**src/rtl/pong_pkg.sv**
```systemverilog
// Shared types and default geometry for the Pong per-frame game controller.
package pong_pkg;

    // Default screen and game geometry, in pixels / frames / points
    localparam int DEF_H_RES        = 640;
    localparam int DEF_V_RES        = 480;
    localparam int DEF_BALL_SIZE    = 8;
    localparam int DEF_PADDLE_H     = 64;
    localparam int DEF_PADDLE_W     = 8;
    localparam int DEF_PADDLE_X_E   = 16;
    localparam int DEF_PADDLE_X_D   = 616;
    localparam int DEF_PADDLE_STEP  = 4;
    localparam int DEF_BALL_STEP    = 2;
    localparam int DEF_WIN_SCORE    = 9;
    localparam int DEF_POINT_FRAMES = 60;

    // Match state, encoded exactly as presented on game_state
    typedef enum logic [1:0] {
        ST_IDLE  = 2'd0,
        ST_PLAY  = 2'd1,
        ST_POINT = 2'd2,
        ST_OVER  = 2'd3
    } game_state_t;

    // Per-frame update sequence started by frame_tick
    typedef enum logic [1:0] {
        SEQ_WAIT,
        SEQ_UPD_PAD,
        SEQ_UPD_BALL,
        SEQ_COMMIT
    } seq_state_t;

    // Signed coordinate with one spare bit so steps past the edges never wrap
    typedef logic signed [10:0] coord_t;

endpackage

```
**src/rtl/pong_game_ctrl_if.sv**
```systemverilog
// Frame tick, buttons and game outputs exchanged between the controller and its surroundings.
interface pong_game_ctrl_if;
    logic       frame_tick;
    logic [3:0] buttons_export;
    logic [9:0] bola_x;
    logic [9:0] bola_y;
    logic [9:0] barra_e_y;
    logic [9:0] barra_d_y;
    logic [3:0] score_e;
    logic [3:0] score_d;
    logic       score_upd;
    logic [1:0] game_state;

    modport master (
        output frame_tick, buttons_export,
        input  bola_x, bola_y, barra_e_y, barra_d_y,
        input  score_e, score_d, score_upd, game_state
    );

    modport slave (
        input  frame_tick, buttons_export,
        output bola_x, bola_y, barra_e_y, barra_d_y,
        output score_e, score_d, score_upd, game_state
    );
endinterface

```
**src/rtl/pong_btn_sync.sv**
```systemverilog
// Two-flop synchronizer for the active-low keys plus an "any key newly pressed" detector.
module pong_btn_sync (
    input  logic       clk,
    input  logic       rst,
    input  logic [3:0] keys_raw,
    output logic [3:0] pressed,
    output logic       any_rise
);
    logic [3:0] sync1;
    logic [3:0] sync2;
    logic [3:0] prev;

    // Synchronize the raw keys (idle high) and remember last cycle's pressed set
    always_ff @(posedge clk or posedge rst) begin
        if (rst) begin
            sync1 <= '1;
            sync2 <= '1;
            prev  <= '0;
        end else begin
            sync1 <= keys_raw;
            sync2 <= sync1;
            prev  <= pressed;
        end
    end

    assign pressed  = ~sync2;
    assign any_rise = |(pressed & ~prev);
endmodule

```
**src/rtl/pong_game_ctrl.sv**
```systemverilog
// Per-frame Pong controller: paddles, ball, wall/paddle/goal events and score.
// All work is done in shadow registers and published together on the COMMIT edge.
module pong_game_ctrl
    import pong_pkg::*;
#(
    parameter int H_RES        = DEF_H_RES,
    parameter int V_RES        = DEF_V_RES,
    parameter int BALL_SIZE    = DEF_BALL_SIZE,
    parameter int PADDLE_H     = DEF_PADDLE_H,
    parameter int PADDLE_W     = DEF_PADDLE_W,
    parameter int PADDLE_X_E   = DEF_PADDLE_X_E,
    parameter int PADDLE_X_D   = DEF_PADDLE_X_D,
    parameter int PADDLE_STEP  = DEF_PADDLE_STEP,
    parameter int BALL_STEP    = DEF_BALL_STEP,
    parameter int WIN_SCORE    = DEF_WIN_SCORE,
    parameter int POINT_FRAMES = DEF_POINT_FRAMES
) (
    input logic              clk_clk,
    input logic              reset_reset,
    pong_game_ctrl_if.slave  bus
);
    localparam coord_t ZERO     = '0;
    localparam coord_t PAD_MAX  = coord_t'(V_RES - PADDLE_H);
    localparam coord_t PAD_INIT = coord_t'((V_RES - PADDLE_H) / 2);
    localparam coord_t Y_MAX    = coord_t'(V_RES - BALL_SIZE);
    localparam coord_t X_HIT_E  = coord_t'(PADDLE_X_E + PADDLE_W);
    localparam coord_t X_HIT_D  = coord_t'(PADDLE_X_D - BALL_SIZE);
    localparam coord_t X_GOAL_D = coord_t'(H_RES - BALL_SIZE);
    localparam coord_t CX       = coord_t'((H_RES - BALL_SIZE) / 2);
    localparam coord_t CY       = coord_t'((V_RES - BALL_SIZE) / 2);

    logic [3:0]  pressed;
    logic        any_rise;
    logic        press_pend;
    seq_state_t  seq, seq_next;

    coord_t      pad_e, pad_d, ball_x, ball_y;
    logic        dir_x, dir_y;          // 1 = right / down
    logic [3:0]  score_e, score_d;
    game_state_t state;
    logic [7:0]  point_cnt;
    logic        score_chg;

    coord_t      next_x, next_y;
    logic        next_dx, next_dy;
    logic [3:0]  next_se, next_sd;
    game_state_t next_st;
    logic [7:0]  next_cnt;
    logic        next_chg;

    // Paddle step with clamping to the visible range; opposing keys cancel
    function automatic coord_t move_pad(coord_t y, logic up, logic dn);
        coord_t n;
        n = y;
        if (up && !dn)
            n = y - coord_t'(PADDLE_STEP);
        else if (dn && !up)
            n = y + coord_t'(PADDLE_STEP);
        if (n < ZERO)
            n = ZERO;
        else if (n > PAD_MAX)
            n = PAD_MAX;
        return n;
    endfunction

    // Ball rows intersect paddle rows
    function automatic logic overlap(coord_t by, coord_t py);
        return ((by + coord_t'(BALL_SIZE)) > py) && (by < (py + coord_t'(PADDLE_H)));
    endfunction

    pong_btn_sync u_btn_sync (
        .clk      (clk_clk),
        .rst      (reset_reset),
        .keys_raw (bus.buttons_export),
        .pressed  (pressed),
        .any_rise (any_rise)
    );

    // Hold a new press until the next commit so presses between frames are not lost
    always_ff @(posedge clk_clk or posedge reset_reset) begin
        if (reset_reset)
            press_pend <= 1'b0;
        else
            press_pend <= any_rise | (press_pend & (seq != SEQ_COMMIT));
    end

    // Frame sequencer state register
    always_ff @(posedge clk_clk or posedge reset_reset) begin
        if (reset_reset)
            seq <= SEQ_WAIT;
        else
            seq <= seq_next;
    end

    // Frame sequencer next state; ticks outside SEQ_WAIT are ignored
    always_comb begin
        seq_next = seq;
        case (seq)
            SEQ_WAIT:     if (bus.frame_tick) seq_next = SEQ_UPD_PAD;
            SEQ_UPD_PAD:  seq_next = SEQ_UPD_BALL;
            SEQ_UPD_BALL: seq_next = SEQ_COMMIT;
            SEQ_COMMIT:   seq_next = SEQ_WAIT;
        endcase
    end

    // Ball, score and match-state update evaluated against the freshly moved paddles
    always_comb begin
        next_x   = ball_x;
        next_y   = ball_y;
        next_dx  = dir_x;
        next_dy  = dir_y;
        next_se  = score_e;
        next_sd  = score_d;
        next_st  = state;
        next_cnt = point_cnt;
        next_chg = 1'b0;
        case (state)
            ST_IDLE: if (press_pend) next_st = ST_PLAY;
            ST_PLAY: begin
                next_x = dir_x ? ball_x + coord_t'(BALL_STEP) : ball_x - coord_t'(BALL_STEP);
                next_y = dir_y ? ball_y + coord_t'(BALL_STEP) : ball_y - coord_t'(BALL_STEP);
                if (next_y <= ZERO) begin
                    next_y  = ZERO;
                    next_dy = ~dir_y;
                end else if (next_y >= Y_MAX) begin
                    next_y  = Y_MAX;
                    next_dy = ~dir_y;
                end
                // Paddle hits use the wall-corrected row of this frame
                if (!dir_x && next_x <= X_HIT_E && overlap(next_y, pad_e)) begin
                    next_x  = X_HIT_E;
                    next_dx = ~dir_x;
                end else if (dir_x && next_x >= X_HIT_D && overlap(next_y, pad_d)) begin
                    next_x  = X_HIT_D;
                    next_dx = ~dir_x;
                end else if (next_x <= ZERO) begin
                    next_sd  = score_d + 4'd1;
                    next_chg = 1'b1;
                    next_x   = CX;
                    next_y   = CY;
                    next_dx  = 1'b0;
                    next_cnt = '0;
                    next_st  = (next_sd == 4'(WIN_SCORE)) ? ST_OVER : ST_POINT;
                end else if (next_x >= X_GOAL_D) begin
                    next_se  = score_e + 4'd1;
                    next_chg = 1'b1;
                    next_x   = CX;
                    next_y   = CY;
                    next_dx  = 1'b1;
                    next_cnt = '0;
                    next_st  = (next_se == 4'(WIN_SCORE)) ? ST_OVER : ST_POINT;
                end
            end
            ST_POINT: begin
                if (point_cnt == 8'(POINT_FRAMES - 1)) begin
                    next_cnt = '0;
                    next_st  = ST_PLAY;
                end else begin
                    next_cnt = point_cnt + 8'd1;
                end
            end
            ST_OVER: begin
                if (press_pend) begin
                    next_se  = '0;
                    next_sd  = '0;
                    next_chg = 1'b1;
                    next_st  = ST_IDLE;
                end
            end
        endcase
    end

    // Shadow registers: paddles move in UPD_PAD, everything else lands in UPD_BALL
    always_ff @(posedge clk_clk or posedge reset_reset) begin
        if (reset_reset) begin
            pad_e     <= PAD_INIT;
            pad_d     <= PAD_INIT;
            ball_x    <= CX;
            ball_y    <= CY;
            dir_x     <= 1'b1;
            dir_y     <= 1'b1;
            score_e   <= '0;
            score_d   <= '0;
            state     <= ST_IDLE;
            point_cnt <= '0;
            score_chg <= 1'b0;
        end else begin
            if (seq == SEQ_UPD_PAD && state != ST_OVER) begin
                pad_e <= move_pad(pad_e, pressed[0], pressed[1]);
                pad_d <= move_pad(pad_d, pressed[2], pressed[3]);
            end
            if (seq == SEQ_UPD_BALL) begin
                ball_x    <= next_x;
                ball_y    <= next_y;
                dir_x     <= next_dx;
                dir_y     <= next_dy;
                score_e   <= next_se;
                score_d   <= next_sd;
                state     <= next_st;
                point_cnt <= next_cnt;
                score_chg <= next_chg;
            end
        end
    end

    // Published outputs change together on the COMMIT edge; score_upd lasts one cycle
    always_ff @(posedge clk_clk or posedge reset_reset) begin
        if (reset_reset) begin
            bus.bola_x     <= 10'(CX);
            bus.bola_y     <= 10'(CY);
            bus.barra_e_y  <= 10'(PAD_INIT);
            bus.barra_d_y  <= 10'(PAD_INIT);
            bus.score_e    <= '0;
            bus.score_d    <= '0;
            bus.score_upd  <= 1'b0;
            bus.game_state <= ST_IDLE;
        end else begin
            bus.score_upd <= 1'b0;
            if (seq == SEQ_COMMIT) begin
                bus.bola_x     <= ball_x[9:0];
                bus.bola_y     <= ball_y[9:0];
                bus.barra_e_y  <= pad_e[9:0];
                bus.barra_d_y  <= pad_d[9:0];
                bus.score_e    <= score_e;
                bus.score_d    <= score_d;
                bus.score_upd  <= score_chg;
                bus.game_state <= state;
            end
        end
    end
endmodule

```
**src/flat_wrapper.sv**
```systemverilog
// flat-port wrapper written by rule: the top's interface ports become plain ports
module pong_game_ctrl_flat import pong_pkg::*;
#(
    parameter int H_RES        = DEF_H_RES,
    parameter int V_RES        = DEF_V_RES,
    parameter int BALL_SIZE    = DEF_BALL_SIZE,
    parameter int PADDLE_H     = DEF_PADDLE_H,
    parameter int PADDLE_W     = DEF_PADDLE_W,
    parameter int PADDLE_X_E   = DEF_PADDLE_X_E,
    parameter int PADDLE_X_D   = DEF_PADDLE_X_D,
    parameter int PADDLE_STEP  = DEF_PADDLE_STEP,
    parameter int BALL_STEP    = DEF_BALL_STEP,
    parameter int WIN_SCORE    = DEF_WIN_SCORE,
    parameter int POINT_FRAMES = DEF_POINT_FRAMES
)
  (clk_clk, reset_reset, bus_frame_tick, bus_buttons_export, bus_bola_x, bus_bola_y, bus_barra_e_y, bus_barra_d_y, bus_score_e, bus_score_d, bus_score_upd, bus_game_state);
  pong_game_ctrl_if bus_i ();
  input logic clk_clk;
  input logic reset_reset;
  input wire logic [$bits(bus_i.frame_tick)-1:0] bus_frame_tick;
  input wire logic [$bits(bus_i.buttons_export)-1:0] bus_buttons_export;
  output wire logic [$bits(bus_i.bola_x)-1:0] bus_bola_x;
  output wire logic [$bits(bus_i.bola_y)-1:0] bus_bola_y;
  output wire logic [$bits(bus_i.barra_e_y)-1:0] bus_barra_e_y;
  output wire logic [$bits(bus_i.barra_d_y)-1:0] bus_barra_d_y;
  output wire logic [$bits(bus_i.score_e)-1:0] bus_score_e;
  output wire logic [$bits(bus_i.score_d)-1:0] bus_score_d;
  output wire logic [$bits(bus_i.score_upd)-1:0] bus_score_upd;
  output wire logic [$bits(bus_i.game_state)-1:0] bus_game_state;
  assign bus_i.frame_tick = bus_frame_tick;
  assign bus_i.buttons_export = bus_buttons_export;
  assign bus_bola_x = bus_i.bola_x;
  assign bus_bola_y = bus_i.bola_y;
  assign bus_barra_e_y = bus_i.barra_e_y;
  assign bus_barra_d_y = bus_i.barra_d_y;
  assign bus_score_e = bus_i.score_e;
  assign bus_score_d = bus_i.score_d;
  assign bus_score_upd = bus_i.score_upd;
  assign bus_game_state = bus_i.game_state;
  pong_game_ctrl #(.H_RES(H_RES), .V_RES(V_RES), .BALL_SIZE(BALL_SIZE), .PADDLE_H(PADDLE_H), .PADDLE_W(PADDLE_W), .PADDLE_X_E(PADDLE_X_E), .PADDLE_X_D(PADDLE_X_D), .PADDLE_STEP(PADDLE_STEP), .BALL_STEP(BALL_STEP), .WIN_SCORE(WIN_SCORE), .POINT_FRAMES(POINT_FRAMES)) u_core (.clk_clk(clk_clk), .reset_reset(reset_reset), .bus(bus_i));
endmodule
```
**config.mk**
```make
export PLATFORM = sky130hd
export DESIGN_NAME = pong_game_ctrl_flat
export DESIGN_NICKNAME = d
export VERILOG_FILES = /design/src/rtl/pong_pkg.sv /design/src/rtl/pong_game_ctrl_if.sv /design/src/rtl/pong_btn_sync.sv /design/src/rtl/pong_game_ctrl.sv /design/src/flat_wrapper.sv
export SDC_FILE = /design/constraint.sdc
export NUM_CORES = 1
export LEC_CHECK = 0
export BUFFER_PORTS_ARGS = -buffer_cell sky130_fd_sc_hd__clkbuf_2
export CAP_MARGIN = 20
export CORE_MARGIN = 10
export CORE_UTILIZATION = 50
export DETAILED_ROUTE_END_ITERATION = 12
export HOLD_SLACK_MARGIN = 0.05
export PLACE_DENSITY = 0.71
export SLEW_MARGIN = 20
export SYNTH_ARGS = -nofsm -noshare
export SYNTH_HDL_FRONTEND = slang
export SYNTH_SLANG_ARGS = --single-unit
```
**constraint.sdc**
```tcl
create_clock -name clk_clk -period 5 [get_ports clk_clk]
set_input_delay 1 -clock clk_clk [delete_from_list [all_inputs] [get_ports clk_clk]]
set_output_delay 1 -clock clk_clk [all_outputs]
set_load 0.01 [all_outputs]
```
* Yosys cells after proc, flatten, opt, wreduce, memory -nomap -nowiden
Index checks and enable logic that the tools add are counted.
Operators by class: add/subtract/negate cells 14, $lt $le $gt $ge 14, eq/ne operators 21, mux-type cells 64, bitwise operators 7, reduce and logical (&&, ||, !) cells 30
Operators with widths (number):
- 11-bit 2-to-1 mux | 23
- 8-bit 2-to-1 mux | 5
- 4-bit 2-to-1 mux | 8
- 11-bit by 3-bit adder with 11-bit output, second input constant | 2
- 11-bit by 4-bit adder with 11-bit output, second input constant | 2
- 11-bit by 8-bit adder with 11-bit output, second input constant | 2
- 11-bit greater-or-equal comparator, second input constant | 2
- 11-bit by 10-bit > comparator with 1-bit output, second input constant | 2
- 11-bit > comparator | 2
- 11-bit by 1-bit less-or-equal comparator with 1-bit output, second input constant | 2
- 11-bit by 1-bit less-than comparator with 1-bit output, second input constant | 2
- 11-bit less-than comparator | 2
- 11-bit by 3-bit subtractor with 11-bit output, second input constant | 2
- 11-bit by 4-bit subtractor with 11-bit output, second input constant | 2
- 2-bit 2-to-1 mux | 8
- 2-bit case mux with 4 select lines | 2
- 4-bit case mux with 2 select lines | 2
- 8-bit case mux with 2 select lines | 1
- 1-bit 2-to-1 mux | 14
- 7-bit AND reduction | 2
- 2-bit != test, second input constant | 6
- 11-bit by 5-bit adder with 11-bit output, second input constant | 1
- 11-bit by 10-bit greater-or-equal comparator with 1-bit output, second input constant | 1
- 11-bit by 6-bit less-or-equal comparator with 1-bit output, second input constant | 1
- other kinds (24) | 54
Storage, ports and cells: register bits 131, input port bits 7, logic and storage cells 174

* Depth between registers and ports, before layout
word-level depth 13, gate-level depth with buffers 25, gate-level depth less buffers 24

* Hierarchy
Synthesis repeated with hierarchy kept, for this count alone.
Unflattened totals: cell total of the unflattened synthesis 744, area, all modules 7507.2 µm²
By module, submodules not included:
- pong_game_ctrl | times used 1, cells each 725, area each 7154.4 µm², sequential area each 2720.1 µm²
- pong_btn_sync | times used 1, cells each 19, area each 352.8 µm², sequential area each 310.3 µm²

* Least setup slack after synthesis
OpenSTA, ideal clock, no wires.
kind reg-to-reg, start register u_core.dir_y, end register u_core.point_cnt[0], library setup time 0.139 ns, arrival time 5.173 ns, setup slack -0.312 ns, stages on the path, launching flop included 21, cell sequence dfstp_2 inv_1 ha_1 o21a_1 o21a_1 a211o_1 a211oi_1 a21oi_1 o21ai_0 inv_1 ha_1 nand3_1 xnor2_1 ha_1 and3_1 o21ai_0 a2111oi_0 nand4_4 and3_4 o21ai_0 mux2i_1
Between the ends: cells in the longest elaborated chain, start to end 11, elaborated cells on any way between the ends 18, classes of those cells add/sub (1); order compare (6); eq/ne (2); mux (4); reduce/logical (5)
RTL lines:
- start: declaration | RTL line pong_game_ctrl.sv:38 | logic dir_x, dir_y;
- start signal: assignment | RTL line pong_game_ctrl.sv:196 | dir_y <= next_dy;
- 11-bit 2-to-1 mux (*) | RTL line pong_game_ctrl.sv:121 | next_y = dir_y ? ball_y + coord_t'(BALL_STEP) : ball_y - coord_t'(BALL_STEP);
- 11-bit by 10-bit greater-or-equal comparator with 1-bit output | RTL line pong_game_ctrl.sv:125 | end else if (next_y >= Y_MAX) begin
- 11-bit 2-to-1 mux | RTL line pong_game_ctrl.sv:125
- 11-bit 2-to-1 mux (*) | RTL line pong_game_ctrl.sv:122 | if (next_y <= ZERO) begin
- 11-bit 2-to-1 mux (*) | RTL line pong_game_ctrl.sv:117 | case (state)
- 11-bit by 5-bit adder with 11-bit output | RTL line pong_game_ctrl.sv:68 | return ((by + coord_t'(BALL_SIZE)) > py) && (by < (py + coord_t'(PADDLE_H)));
- 11-bit > comparator | RTL line pong_game_ctrl.sv:68
- 1-bit logical AND | RTL line pong_game_ctrl.sv:68
- 1-bit logical AND (on tied branches) | RTL line pong_game_ctrl.sv:130, pong_game_ctrl.sv:133
- 2-bit != test (no source line)
- 5-bit AND reduction (no source line) (*)
- end signal: assignment | RTL line pong_game_ctrl.sv:200 | point_cnt <= next_cnt;
- end: declaration | RTL line pong_game_ctrl.sv:41 | logic [7:0] point_cnt;
Every way passes the cells marked *; elsewhere a longest branch is shown, timed or not. The select of a mux whose other input is x is not followed. A chain may end at the register's enable or synchronous reset.

* Worst setup path after layout
start register u_core.dir_y, end register u_core.point_cnt[7]
The elaborated chain is that of the path after synthesis.

==> flow_metrics.env <==
export IMPL_synth_enable_flop_cells=0
export IMPL_antenna_violations_before_repair=0
export IMPL_globalRouteOverflowTotal=0
export IMPL_layout_min_cycle_time_ns=4.91
export IMPL_drv_max_cap_violation_count=0
export IMPL_cts_buffer_depth=2
export IMPL_finalHoldViolCount=0
export IMPL_layout_common_cells="dfrtp_1, ha_1, nand2_1"
export IMPL_post_route_drc_count=0
export IMPL_route_detailed_vias_per_inst=5.63
export IMPL_initial_utilization=0.507
export IMPL_synth_compound_area_frac=0.180
export IMPL_layout_filler_cells=1266
export IMPL_port_buffer_count=52
export IMPL_multi_input_comb_area_mm2=0.00464
export IMPL_boundaryPins=58
export IMPL_netlist_cell_type_count=81
export IMPL_antenna_cells_inserted=0
export IMPL_finClkSkew_ns=0.00599
export IMPL_dr_first_iter_drc_count=302
export IMPL_synth_mux_area_frac=0.0756
export IMPL_setup_viol_count_final=0
export IMPL_clockRootBuffer="clkbuf_16"
export IMPL_final_critical_path_setup_slack_ns=0.0926
export IMPL_status="finished clean"
export IMPL_postSynthCellCount=776
export IMPL_sequential_cell_area_mm2=0.00303
export IMPL_setup_tns_final_ns=0
export IMPL_num_vias=6039
export IMPL_adder_cell_share_of_the_synthesized_area=0.119
export IMPL_area_growth_syn_to_layout_pct=21.5
export IMPL_max_freq_mhz=204
export IMPL_die_area_mm2=0.0207
export IMPL_firstDrtPassIters=5
export IMPL_final_antenna_net_count=0
export IMPL_hpwl_um=12600
export IMPL_rsz0062_at_grt="true"
export IMPL_postSynthRegisterBits=119
export IMPL_final_area_mm2=0.00933
export IMPL_yosys_most_used_dff="dfrtp_1"
export IMPL_ctsHtreeMaxLevel=4
export IMPL_wire_per_inst_um=16.4
export IMPL_post_dp_cell_area_mm2=0.00835
export IMPL_drt_total_wl_um=17600
export IMPL_cts_tree="built"
export IMPL_synth_top_area_share=0.251
export IMPL_mean_instance_size_in_the_synthesized_netlist_um2=9.89
export IMPL_placementRows=45
export IMPL_yosys_area_share_simple=0.146
export IMPL_worst_ep_required_time_ns=5.34
export IMPL_detailedPlace_worstSlack_ns=-0.0784
export IMPL_grt_pass1_vias=5842
export IMPL_crit_path_max_fanout=6
export IMPL_worstSkewPairLatency_ns=0.42
export IMPL_crit_path_start_kind="register"
export IMPL_grt_start_max_net_pins=53
export IMPL_ys_seq_area_frac=0.395
export IMPL_slew_viol_final=0
export IMPL_end_kind="register"
export IMPL_yosys_area_share_xor_xnor=0.0399
export IMPL_data_arrival_at_the_endpoint_of_the_critical_path_ns=5.25
export IMPL_nNetsFinal=950
export IMPL_global_route_usage_total=0.170
export IMPL_post_syn_area_mm2=0.00768
export IMPL_ys_warnings_count=0
export IMPL_synthTopCellsByArea="dfrtp_1, dfstp_2, ha_1"
export IMPL_setup_worst_path_class="reg2reg"
export IMPL_leading_cell_type_in_the_layout_fill_and_taps_excluded="dfrtp_1"
export IMPL_synthDominantAreaCellType="dfrtp_1"
export IMPL_hold_slack_ns=0.354
export IMPL_fin_crit_sh=0.981
export IMPL_asyncSetResetFlopFracSynth=1.00
export IMPL_placer_s_final_routability_congestion_estimate=0.904
export IMPL_chipHeight_um=144
export IMPL_grt_pass1_wl_um=28500
export IMPL_worstMarginPinSlew_ns=0.718
export IMPL_layout_cell_share_with_drive_strength_beyond_1=0.319
export IMPL_floorplan_die_width_um=144
export IMPL_placeableCoreArea_mm2=0.0151
export IMPL_clkSinkCount=119
export IMPL_tritoncts_num_buffers=17
export IMPL_hp_class="reg2reg"
export IMPL_relSlewSlack=0.520
export IMPL_worst_setup_hold_path_clk_slew_ns=0.06
export IMPL_synth_top_family_by_area="compound AO/OA/AOI/OAI gates"
-- cell type report --
| type | instances | share of cell area |
|---|---|---|
| clock buffer | 20 | 0.0500 |
| inverter | 48 | 0.0196 |
| multi-input combinational | 589 | 0.498 |
| clock inverter | 12 | 0.0185 |
| sequential | 119 | 0.325 |
| tap | 188 | 0.0252 |
| timing repair buffer | 96 | 0.0637 |
-- metrics by stage --
stage | std cells | util
2_1_floorplan | 786 | -
3_3_place_gp | 1031 | 0.551
3_5_place_dp | 1031 | 0.551
4_1_cts | 1067 | 0.599
5_1_grt | 1072 | 0.616
6_report | 1072 | 0.616
-- critical path, cell delays in order (launching register included) --
cell,delay [ns]
dfstp_2,0.53
inv_2,0.07
ha_4,0.24
a211oi_4,0.25
buf_4,0.17
o211ai_2,0.16
a211o_1,0.38
a211oi_4,0.37
a21oi_2,0.08
o21a_1,0.24
ha_4,0.18
xor2_2,0.17
buf_4,0.13
ha_1,0.27
nor2b_1,0.12
o21ai_1,0.08
a2111oi_2,0.46
nand4_4,0.23
and3_4,0.26
buf_4,0.14
o21ai_1,0.14
o21bai_1,0.13
-- routing by layer --
metal | global-route usage | wire, um
met3 | 0.0439 | 643
met1 | 0.224 | 8480
met5 | 0 | 0
met4 | 0.0613 | 297
met2 | 0.262 | 8160
-- state kept, by name (all words and copies together) (netlist names), 4 cells and up --
register and cells:
u_core.ball_y 11, u_core.ball_x 10, u_core.bus.bola_y 10, u_core.bus.bola_x 9
u_core.bus.barra_d_y 8, u_core.bus.barra_e_y 8, u_core.pad_d 8, u_core.pad_e 8
u_core.point_cnt 8, u_core.bus.score_d 4, u_core.bus.score_e 4, u_core.score_d 4
u_core.score_e 4, u_core.u_btn_sync.prev 4, u_core.u_btn_sync.sync1 4, u_core.u_btn_sync.sync2 4
-- repair_timing --
item                                   CTS  global route
setup endpoints to repair               14            38
endpoints found under the hold margin    0             0
buffers inserted                         3             5
resized for setup                       10            50
hold buffers                             0             0
gates cloned                             1             0
pin swaps                                8            29
-- path summary, 6_finish.rpt --
path                            slack [ns]                                    to                            startpoint  cells past startpoint
worst max-delay path                  0.09       u_core.point_cnt[7]$_DFFE_PP0P_              u_core.dir_y$_DFFE_PP1P_                     21
worst min-delay path                  0.35  u_core.u_btn_sync.sync2[1]$_DFF_PP1_  u_core.u_btn_sync.sync1[1]$_DFF_PP1_                      0
worst max register to register        0.09       u_core.point_cnt[7]$_DFFE_PP0P_              u_core.dir_y$_DFFE_PP1P_                     21
worst min register to register        0.35  u_core.u_btn_sync.sync2[1]$_DFF_PP1_  u_core.u_btn_sync.sync1[1]$_DFF_PP1_                      0
max in group asynchronous             3.35          u_core.ball_y[6]$_DFFE_PP1P_                           reset_reset                      3
min in group asynchronous             0.67     u_core.bus.score_e[2]$_DFFE_PP0P_                           reset_reset                      2
-- cell families (layout without fill, tap and decap cells) --
kind of cell,Yosys count,count (layout)
compound gates,202,202
xor+xnor,35,35
flops,119,119
simple gates,216,217
mux,52,52
other cells,1,11
buf+inv,79,176
fa+ha+maj,72,72
-- cells in the mapped netlist, drive strengths merged (4+ instances only) --
cell	n
a211oi	9
nor2	45
a211o	4
and2	15
mux2	48
nand4b	4
buf	8
o21a	9
nand4	10
o22ai	4
a21boi	4
dfrtp	77
o211ai	8
and3	7
a21o	9
xor2	9
mux2i	4
nand3	21
nor3	14
xnor2	26
a2111oi	5
nor3b	4
a21oi	36
ha	70
clkbuf	23
o21ai	60
nor2b	12
nor4	4
a31oi	9
dfstp	42
o31ai	7
inv	48
o22a	5
nand2b	9
nand2	56
Power is left out: the tool's default activity adds up to more than one toggle a clock period on the data nets, which glitch-free logic cannot reach.
